==> src/rtl/apb_master_pkg.sv <==
// Shared types and default widths for the APB requester.
// Latency: none, declarations only.
// Backpressure: not applicable.
package definesPkg;

  localparam int APB_ADDR_W = 8;
  localparam int APB_DATA_W = 32;

  typedef enum logic [1:0] {
    IDLE   = 2'd0,
    SETUP  = 2'd1,
    ACCESS = 2'd2
  } apbState_t;

endpackage

==> src/rtl/apb_wait_timer.sv <==
// Counts ACCESS wait states and flags the cycle on which the limit is hit.
// Latency: expire is combinational on inc during the final allowed wait cycle.
// Backpressure: none; clr restarts the count, inc advances it.
// Built only when APB_TIMEOUT_EN is defined.
module apb_wait_timer #(
  parameter int TIMEOUT_CYCLES = 16
) (
  input  logic pclk,
  input  logic rstN,
  input  logic clr,
  input  logic inc,
  output logic expire
);

  localparam int CNT_W = $clog2(TIMEOUT_CYCLES + 1);

  logic [CNT_W-1:0] count_q;
  logic [CNT_W-1:0] count_d;

  // Clear on SETUP so every ACCESS phase starts from zero, count waits otherwise.
  always_comb begin
    count_d = count_q;
    if (clr) begin
      count_d = '0;
    end else if (inc) begin
      count_d = count_q + CNT_W'(1);
    end
  end

  // The last wait cycle allowed is the one that would bring the count to the limit.
  always_comb begin
    expire = inc && (count_q == CNT_W'(TIMEOUT_CYCLES - 1));
  end

  // Counter register.
  always_ff @(posedge pclk or negedge rstN) begin
    if (!rstN) begin
      count_q <= '0;
    end else begin
      count_q <= count_d;
    end
  end

endmodule

==> src/rtl/apb_master.sv <==
// APB requester: turns single valid/ready commands into SETUP/ACCESS transfers.
// Latency: accept at edge N -> SETUP N+1, ACCESS N+2, rspValid N+3 plus one per wait state.
// Backpressure: cmdReady only in IDLE or on the completing ACCESS cycle; response has none.
// Optional: APB_TIMEOUT_EN aborts ACCESS after TIMEOUT_CYCLES wait states.
module apb_master
  import definesPkg::*;
#(
  parameter int ADDR_WIDTH     = APB_ADDR_W,
  parameter int DATA_WIDTH     = APB_DATA_W,
  parameter int TIMEOUT_CYCLES = 16
) (
  input  logic                  pclk,
  input  logic                  rstN,
  input  logic                  cmdValid,
  output logic                  cmdReady,
  input  logic                  cmdWrite,
  input  logic [ADDR_WIDTH-1:0] cmdAddr,
  input  logic [DATA_WIDTH-1:0] cmdWdata,
  output logic                  rspValid,
  output logic [DATA_WIDTH-1:0] rspRdata,
  output logic                  rspErr,
  output logic [ADDR_WIDTH-1:0] paddr,
  output logic                  psel,
  output logic                  penable,
  output logic                  pwrite,
  output logic [DATA_WIDTH-1:0] pwdata,
  input  logic [DATA_WIDTH-1:0] prdata,
  input  logic                  pready,
  input  logic                  pslverr
);

  apbState_t             state_q, state_d;
  logic [ADDR_WIDTH-1:0] paddr_q, paddr_d;
  logic                  pwrite_q, pwrite_d;
  logic [DATA_WIDTH-1:0] pwdata_q, pwdata_d;
  logic                  rsp_valid_q, rsp_valid_d;
  logic [DATA_WIDTH-1:0] rsp_rdata_q, rsp_rdata_d;
  logic                  rsp_err_q, rsp_err_d;

  logic accept;
  logic done;
  logic timeout_hit;

  assign done     = (state_q == ACCESS) && pready;
  assign cmdReady = (state_q == IDLE) || done;
  assign accept   = cmdValid && cmdReady;

`ifdef APB_TIMEOUT_EN
  apb_wait_timer #(
    .TIMEOUT_CYCLES(TIMEOUT_CYCLES)
  ) u_wait_timer (
    .pclk   (pclk),
    .rstN   (rstN),
    .clr    (state_q == SETUP),
    .inc    ((state_q == ACCESS) && !pready),
    .expire (timeout_hit)
  );
`else
  // Without the timer ACCESS waits for pready forever.
  logic unused_timeout_cfg;
  assign unused_timeout_cfg = (TIMEOUT_CYCLES > 0);
  assign timeout_hit        = 1'b0;
`endif

  // State register; reset drops psel/penable immediately and abandons any transfer.
  always_ff @(posedge pclk or negedge rstN) begin
    if (!rstN) begin
      state_q <= IDLE;
    end else begin
      state_q <= state_d;
    end
  end

  // Next state: a completing ACCESS may chain straight into SETUP if a command is waiting.
  always_comb begin
    state_d = state_q;
    unique case (state_q)
      IDLE:   if (accept) state_d = SETUP;
      SETUP:  state_d = ACCESS;
      ACCESS: begin
        if (done) begin
          state_d = accept ? SETUP : IDLE;
        end else if (timeout_hit) begin
          state_d = IDLE;
        end
      end
      default: state_d = IDLE;
    endcase
  end

  // Bus control outputs decoded from state.
  always_comb begin
    psel    = (state_q != IDLE);
    penable = (state_q == ACCESS);
  end

  // Command capture and response generation; write data only moves on write accepts.
  always_comb begin
    paddr_d     = paddr_q;
    pwrite_d    = pwrite_q;
    pwdata_d    = pwdata_q;
    rsp_valid_d = 1'b0;
    rsp_rdata_d = rsp_rdata_q;
    rsp_err_d   = rsp_err_q;
    if (accept) begin
      paddr_d  = cmdAddr;
      pwrite_d = cmdWrite;
      if (cmdWrite) begin
        pwdata_d = cmdWdata;
      end
    end
    if (done) begin
      rsp_valid_d = 1'b1;
      rsp_rdata_d = pwrite_q ? '0 : prdata;
      rsp_err_d   = pslverr;
    end else if (timeout_hit) begin
      rsp_valid_d = 1'b1;
      rsp_rdata_d = '0;
      rsp_err_d   = 1'b1;
    end
  end

  // Datapath and response registers.
  always_ff @(posedge pclk or negedge rstN) begin
    if (!rstN) begin
      paddr_q     <= '0;
      pwrite_q    <= 1'b0;
      pwdata_q    <= '0;
      rsp_valid_q <= 1'b0;
      rsp_rdata_q <= '0;
      rsp_err_q   <= 1'b0;
    end else begin
      paddr_q     <= paddr_d;
      pwrite_q    <= pwrite_d;
      pwdata_q    <= pwdata_d;
      rsp_valid_q <= rsp_valid_d;
      rsp_rdata_q <= rsp_rdata_d;
      rsp_err_q   <= rsp_err_d;
    end
  end

  assign paddr    = paddr_q;
  assign pwrite   = pwrite_q;
  assign pwdata   = pwdata_q;
  assign rspValid = rsp_valid_q;
  assign rspRdata = rsp_rdata_q;
  assign rspErr   = rsp_err_q;

endmodule

==> config.mk <==
export PLATFORM = sky130hd
export DESIGN_NAME = apb_master
export DESIGN_NICKNAME = d
export VERILOG_FILES = /design/src/rtl/apb_master_pkg.sv /design/src/rtl/apb_wait_timer.sv /design/src/rtl/apb_master.sv
export SDC_FILE = /design/constraint.sdc
export NUM_CORES = 1
export LEC_CHECK = 0
export CAP_MARGIN = 20
export CORE_MARGIN = 8
export CORE_UTILIZATION = 25
export DETAILED_ROUTE_END_ITERATION = 10
export DONT_BUFFER_PORTS = 1
export PLACE_DENSITY = 0.39
export SLEW_MARGIN = 15
export SYNTH_ARGS = -nofsm -noshare
export SYNTH_HDL_FRONTEND = slang
export SYNTH_SLANG_ARGS = --single-unit
==> constraint.sdc <==
create_clock -name pclk -period 3 [get_ports pclk]
set_input_delay 0.45 -clock pclk [delete_from_list [all_inputs] [get_ports pclk]]
set_output_delay 0.45 -clock pclk [all_outputs]
set_load 0.05 [all_outputs]
---- After elaboration in Yosys (flattened, before gate mapping) ----
Cells that the tools add are included.
cells by class
  equal/unequal tests ..................... 4
  muxes and demuxes ....................... 6
  reductions and logical operators ........ 7
operator list
  kind                  count
  $mux W32              1
  $pmux W2 S3           1
  $mux W2               2
  $reduce_and A2 Y1     2
  $eq A2 B1 Y1 const B  1
  $eq A2 B2 Y1 const B  1
  $logic_and A1 B1 Y1   2
  $logic_not A2 Y1      1
  $mux W1               2
  $ne A2 B1 Y1 const B  1
  $ne A2 B2 Y1 const B  1
  $reduce_bool A2 Y1    1
  $logic_or A1 B1 Y1    1
storage, ports and cells
  flip-flop bits (word level) ............. 77
  bits of input ports ..................... 78
  output and inout bits ................... 78

---- Longest topological paths before layout ----
Gate-level depths: netlist (run 1).
  word-level depth ........................ 7
  mapped depth ............................ 5
  mapped depth without buffers ............ 3

---- Worst setup path after synthesis (run 1) ----
No wires, ideal clock.
  path kind ............................... register to output
  from .................................... register state_q[0]
  to ...................................... output port cmdReady
  data arrival time ....................... 1.284 ns
  slack ................................... 1.266 ns
  cell stages (with the launch flop) ...... 5
  buffers on the path ..................... 2
  cells stage by stage .................... dfrtp_1 nand3b_1 buf_4 buf_2 nand2_1
between the ends
  word-level cells in the longest chain between the ends .. 3
  elaborated cells on any way between the ends .. 4
RTL lines
  element                 line              text
  start, declared         apb_master.sv:32  apbState_t state_q, state_d;
  start signal, assigned  apb_master.sv:70  state_q <= state_d;
  $eq A2 B2 Y1            apb_master.sv:44  assign done = (state_q == ACCESS) && pready;
  $logic_and A1 B1 Y1     apb_master.sv:44
  $logic_or A1 B1 Y1 *    apb_master.sv:45  assign cmdReady = (state_q == IDLE) || done;
  end, declared           apb_master.sv:15  output logic cmdReady,
Mark *: on every way between the ends. The rest lies on a longest branch, timed or not.

---- Final worst setup path (run 1) ----
Same ends and word-level chain as after synthesis.

==> summary.md, run 1 <==
| Metric | Value |
|---|---|
| Status | `finished clean` |
| Mapped Area | `around 3200 um^2` |
| Final TNS setup | `0 ps` |
| Fraction of layout cells with a size suffix above 1 | `0.250` |
| Total gr overflow | `0` |
| Clock sinks | `77` |
| Worst reg2reg endpoint | `pwdata[7]$_DFFE_PN0P_` |
| Root Buffer | `clkbuf_16` |
| Main area contributors after synthesis | `dfrtp_1, mux2_4, nand2b_1` |
| Mux share of post-synthesis cell area | `0.184` |
| Synth top area share | `0.611` |
| Leakage | `1.66 nW` |
| TritonRoute pass-1 iters | `4` |
| Core Area | `~12000 um^2` |
| Critical Path Source Type | `register` |
| Synth Area in Adders | `0` |
| Starting density of the core | `0.253` |
| Antenna cell count | `0` |
| Synth Area in XOR/XNOR | `0` |
| Critical Path Fanout Max | `6` |
| Vias in the first global route | `between 1500 and 2000` |
| Via-per-instance ratio | `4.06` |
| Clock transition at the registers of the reported paths | `60 ps` |
| Rel. slew slack | `0.440` |
| Final Power | `4.72 mW` |
| Max-Cap Viols | `0` |
| Routed wire length per instance | `18.9 um` |
| # IOs | `156` |
| Num CTS Buffers | `9` |
| Die Y | `128 um` |
| Worst Setup End Kind | `output port` |
| Synthesized net count | `317` |
| Mapped Cells | `roughly 240` |
| Largest net degree at the start of global routing | `78` |
| Initial antenna violation count | `0` |
| R2R Setup Slk | `1110 ps` |
| Ys Warns | `0` |
| Hold Crit Class | `in -> async` |
| DR vias | `1687` |
| First-pass GRT wire length | `11600 um` |
| Clock latency on the worst-skew pair | `330 ps` |
| Drt drc | `0` |
| Worst VDD drop | `0.000377 V` |
| Synth Area in Simple Gates | `0.122` |
| Sequential fraction of the synthesis area | `0.611` |
| Overall routing resource usage | `0.0954` |
| Final net count | `318` |
| Flops & latches, synth | `77` |
| Post-synth EDFFs | `0` |
| Worst-margin pin slew | `839 ps` |
| DP Worst Slack | `1040 ps` |
| Hold Violations, Final | `0` |
| Syn avg cell area | `13.2 um^2` |
| CTS Hold Bufs | `1` |
| Final ANT Viol Nets | `0` |
| Setup-failing EPs final | `0` |
| Routability cong. | `0.646` |
| Post-DP HPWL | `between 5000 and 6000 um` |
| Final Skew | `between 5 and 6 ps` |
| Main combinational cell family by area after synthesis | `multiplexers` |
| Die W | `128 um` |
| Slew Viols, Final | `0` |
| Cells on worst reg2reg path | `3` |
| Routed WL | `7860 um` |
| Post CTS Setup Buffer Count | `0` |
| Power Dens Cells | `1310 nW/um^2` |
| Yosys top cell by area | `dfrtp_1` |
| Clock Path Buffers | `2` |
| Minimum clock period | `~2100 ps` |
| Crit path DAT | `1690 ps` |
| Die Area | `16500 um^2` |
| Fmax | `0.467 GHz` |
| Setup CP Type | `reg -> out` |
| CTS resizes | `0` |
| Async S/R FF share, synth | `1.00` |
| Num rows | `41` |
| P&R area growth vs syn | `14.0%` |
| Worst EP required | `2550 ps` |
| RR Startpoint | `state_q[1]$_DFFE_PN0P_` |
| H-tree levels | `3` |
| Compound-Gate Fraction of Synth Area | `0.0540` |
| Setup WS post-layout | `859 ps` |
| Iter 0 DRT Violations | `58` |
| TritonCTS clock tree | `done` |
| IO buf count | `0` |
| Final Cycle Share | `0.714` |
| Post-synth top flop | `dfrtp_1` |
| RSZ-0062 raised after global routing | `false` |
| Synth unique cells | `18` |
-- metal layers --
metal,vias to the layer above,GRT usage,wire length (um)
li1,789,-,-
met1,817,0.101,2970
met2,70,0.154,4000
met3,11,0.0449,698
met4,0,0.0566,191
met5,-,0,0
-- synthesized netlist by cell type, drive strengths merged (2+ instances only) --
library cell / instances
nand2: 33
dfrtp: 77
nand3b: 2
clkbuf: 6
mux2: 41
buf: 8
o21ai: 32
inv: 2
nand2b: 33
-- cells by family after synthesis --
kind of cell	count (synthesis)
AO/OA/AOI/OAI	33
buffers and inverters	16
flip-flops	77
multiplexers	42
AND/OR/NAND/NOR	71
-- metrics by stage --
step                cells   util  hold slack, ps  area, um^2
finish                416  0.288            20.1        3590
global route          416  0.288            34.6        3590
CTS                   416  0.288            15.2        3590
detailed placement    400  0.265             157        3310
global placement      400  0.265             157        3310
floorplan             239      -             154        3150
-- cell type report --
class / count / area [um^2]
Fill cell: 1287 / 8870
Sequential cell: 77 / 1930
Multi-Input combinational cell: 146 / 1130
Clock buffer: 13 / 250
Tap cell: 172 / 215
Timing Repair Buffer: 4 / 50.0
Clock inverter: 2 / 10.0
Inverter: 2 / 7.51
-- state kept, by name (all words and copies together) (netlist names) --
| signal | count |
|---|---|
| rspValid | 1 |
| rspErr | 1 |
| rspRdata | 32 |
| state_q | 2 |
| paddr | 8 |
| pwdata | 32 |
| pwrite | 1 |
-- cell usage in the layout (no fill, tap or decap), drive strengths merged --
cell    instances
nand3b          2
nor2b           1
inv             2
mux2i           1
a21bo           1
buf             4
o21ai          32
nand2          33
clkinv          2
mux2           41
or2             1
nand4b          1
clkbuf         13
dfrtp          77
nand2b         33
-- worst max-delay path by stage --
stage	endpoint	slack, ps	from	cells past startpoint
after CTS	cmdReady	820	state_q[0]$_DFFE_PN0P_	2
after global routing	cmdReady	770	state_q[0]$_DFFE_PN0P_	2
after global placement	pwdata[23]$_DFFE_PN0P_	1080	pready	3
after detailed placement	pwdata[21]$_DFFE_PN0P_	1040	pready	3
after floorplan	cmdReady	1270	state_q[0]$_DFFE_PN0P_	4
final	cmdReady	860	state_q[0]$_DFFE_PN0P_	2
-- report_power, final --
| group | switching (mW) | leakage [nW] | internal, mW | total, mW |
|---|---|---|---|---|
| sequential | 1.68 | 0.944 | 1.40 | 3.08 |
| combinational | 0.312 | 0.590 | 0.366 | 0.678 |
| clock | 0.390 | 0.129 | 0.575 | 0.965 |
-- critical path: stages (launching register included) --
cell	delay (ps)
dfrtp_1	420
or2_2	470
nand2_1	460
Note: power is estimated with default switching activity, not from simulation.
==> run 2: changes to the inputs <==
--- a/config.mk
+++ b/config.mk
@@ -10,7 +10,7 @@
 export CORE_UTILIZATION = 25
 export DETAILED_ROUTE_END_ITERATION = 10
 export DONT_BUFFER_PORTS = 1
-export PLACE_DENSITY = 0.39
+export PLACE_DENSITY = 0.41
 export SLEW_MARGIN = 15
 export SYNTH_ARGS = -nofsm -noshare
 export SYNTH_HDL_FRONTEND = slang
==> constraint.sdc (replaced) <==
create_clock -name pclk -period 1.9 [get_ports pclk]
set_input_delay 0.285 -clock pclk [delete_from_list [all_inputs] [get_ports pclk]]
set_output_delay 0.285 -clock pclk [all_outputs]
set_load 0.05 [all_outputs]
==> run 2 against run 1 <==
Against the previous run:
- the flow now finishes with violations (negative hold slack)
- critical path type unchanged
- clock power rose by 68%
- non-clock buffer count rose by 7
- die area did not move
- critical endpoint unchanged
- clock skew shrank 2.1 ps
- first-iteration DRC count is 10% higher
- wire length rose by 2.4%
- sequential share of layout area decreased by 1.2 points
- final cell count increased by 1.7%
- core utilization is 0.63 points higher
- largest cell class unchanged
==> summary.md, run 2 (synthesized netlist as in run 1, its figures left out) <==
| Metric | Value |
|---|---|
| Status | `finished with violations` |
| Violated checks | `negative hold slack` |
| Fmax | `0.589 GHz` |
| First-pass GRT wire length | `11900 um (+2.8%)` |
| Iter 0 DRT Violations | `64 (+10%)` |
| Die Area | `16500 um^2 (unchanged)` |
| Die Y | `128 um (unchanged)` |
| Worst VDD drop | `0.000576 V (+53%)` |
| Worst Setup End Kind | `output port` |
| # IOs | `156 (unchanged)` |
| Clock latency on the worst-skew pair | `340 ps (about the same)` |
| Fraction of layout cells with a size suffix above 1 | `0.275 (+0.0249)` |
| Clock transition at the registers of the reported paths | `60 ps (about the same)` |
| Total gr overflow | `0 (unchanged)` |
| Final Cycle Share | `0.893` |
| Power Dens Cells | `2060 nW/um^2 (+57%)` |
| Most frequent cells in the layout | `dfrtp_1, nand2_1, nand2b_1, o21ai_0, mux2_4` |
| Rel. slew slack | `0.648 (+0.208)` |
| DP Area | `3380 um^2 (+2.1%)` |
| Starting density of the core | `0.253 (unchanged)` |
| Via-per-instance ratio | `4.04 (-0.31%)` |
| Worst-margin pin slew | `528 ps (-311 ps)` |
| Post-DP HPWL | `5910 um (+5.9%)` |
| IO buf count | `0 (unchanged)` |
| DR vias | `1710 (+1.4%)` |
| Setup-failing EPs final | `0 (unchanged)` |
| Setup CP Type | `reg -> out` |
| Routed wire length per instance | `19.0 um (+0.70%)` |
| Antenna cell count | `0 (unchanged)` |
| Clock Path Buffers | `2 (unchanged)` |
| RSZ-0062 raised after global routing | `false` |
| Cells on worst reg2reg path | `3 (unchanged)` |
| Critical Path Source Type | `register` |
| Slew Viols, Final | `0 (unchanged)` |
| Final Util | `0.295 (+0.00632)` |
| Routed WL | `8050 um (+2.4%)` |
| Design area | `3670 um^2 (+2.2%)` |
| Die W | `128 um (unchanged)` |
| Clock sinks | `77 (unchanged)` |
| H-tree levels | `3 (unchanged)` |
| Largest net degree at the start of global routing | `78 (unchanged)` |
| Hold_ws | `-358 ps (-378 ps)` |
| Root Buffer | `clkbuf_16` |
| Crit path DAT | `1410 ps (-280 ps)` |
| Final TNS setup | `0 ps (unchanged)` |
| CP startpoint | `state_q[0]$_DFFE_PN0P_` |
| Critical Path Fanout Max | `6 (unchanged)` |
| Num CTS Buffers | `9 (unchanged)` |
| Most common cell after layout, fill and taps aside | `dfrtp_1` |
| Core Area | `12500 um^2 (unchanged)` |
| Routability cong. | `0.687 (+6.3%)` |
| Minimum clock period | `roughly 1700 ps` |
| Final ANT Viol Nets | `0 (unchanged)` |
| Hold Crit Class | `in -> async` |
| Num rows | `41 (unchanged)` |
| Final Skew | `3.39 ps (-2.13 ps)` |
| P&R area growth vs syn | `16.5%` |
| TritonCTS clock tree | `done` |
| R2R Setup Slk | `460 ps (-650 ps)` |
| Initial antenna violation count | `0 (unchanged)` |
| Max-Cap Viols | `0 (unchanged)` |
| Vias in the first global route | `1879 (+1.7%)` |
| Drt drc | `0 (unchanged)` |
| Overall routing resource usage | `0.0994 (+0.00391)` |
| Hold Violations, Final | `77 (+77)` |
| TritonRoute pass-1 iters | `4 (unchanged)` |
| Worst reg2reg endpoint | `paddr[2]$_DFFE_PN0N_` |
| Leakage | `1.71 nW (+2.6%)` |
| RR Startpoint | `state_q[1]$_DFFE_PN0P_` |
| Worst EP required | `1620 ps (-930 ps)` |
| Final net count | `325 (+2.2%)` |
## run 2: changes by cell type in the layout (fill, tap and decap cells not counted), sizes merged
| cell | change |
|---|---|
| clkinv | -1 |
| clkbuf | +1 |
| buf | +7 |
## run 2: area by class of cell
class | count | area, um^2
clock buffers | 14 | 274
clock inverters | 1 | 5.00
fillers | 1277 | 8790
inverters | 2 | 7.51
multi-input cells | 146 | 1140
flip-flops and latches | 77 | 1930
well taps | 172 | 215
repair buffers | 11 | 108
## run 2: power breakdown
part           leakage, nW  internal [mW]  switching, mW
sequential           0.944           2.21           2.67
clock                0.139          0.983          0.636
combinational        0.624          0.624          0.466
## run 2: repair_timing
| item | in CTS | in global routing |
|---|---|---|
| hold endpoints to repair | 77 | 77 |
| endpoints found under the setup margin | 0 | 1 |
| buffers inserted | 0 | 2 |
| gates resized for setup | 0 | 1 |
## run 2: worst max path at each step
stage | end | slack, ps
2_1_floorplan | cmdReady | 330
3_3_place_gp | cmdReady | 420
3_5_place_dp | cmdReady | 400
4_1_cts | cmdReady | 20
5_1_grt | cmdReady | 110
6_report | cmdReady | 200
## run 2: critical path: stages (launching register included)
cell and delay (ps):
dfrtp_1 430, or2_4 360, nand2_1 140, buf_12 150
## run 2: layer usage
layer,track usage,up-vias,part of all wire
li1,-,810,-
met1,0.105,820,0.38
met2,0.161,68,0.51
met3,0.0391,12,0.083
met4,0.0671,0,0.026
met5,0,-,0
## run 2: per-stage QoR
step / power, mW / worst slack (ps) / instances / hold WS, ps
2_1_floorplan: 5.64 / 331 / 239 / -10.6
3_3_place_gp: 6.01 / 415 / 406 / -8.27
3_5_place_dp: 6.05 / 396 / 406 / -7.84
4_1_cts: 7.71 / 19.7 / 421 / -381
5_1_grt: 7.94 / 109 / 423 / -381
6_report: 7.58 / 203 / 423 / -358
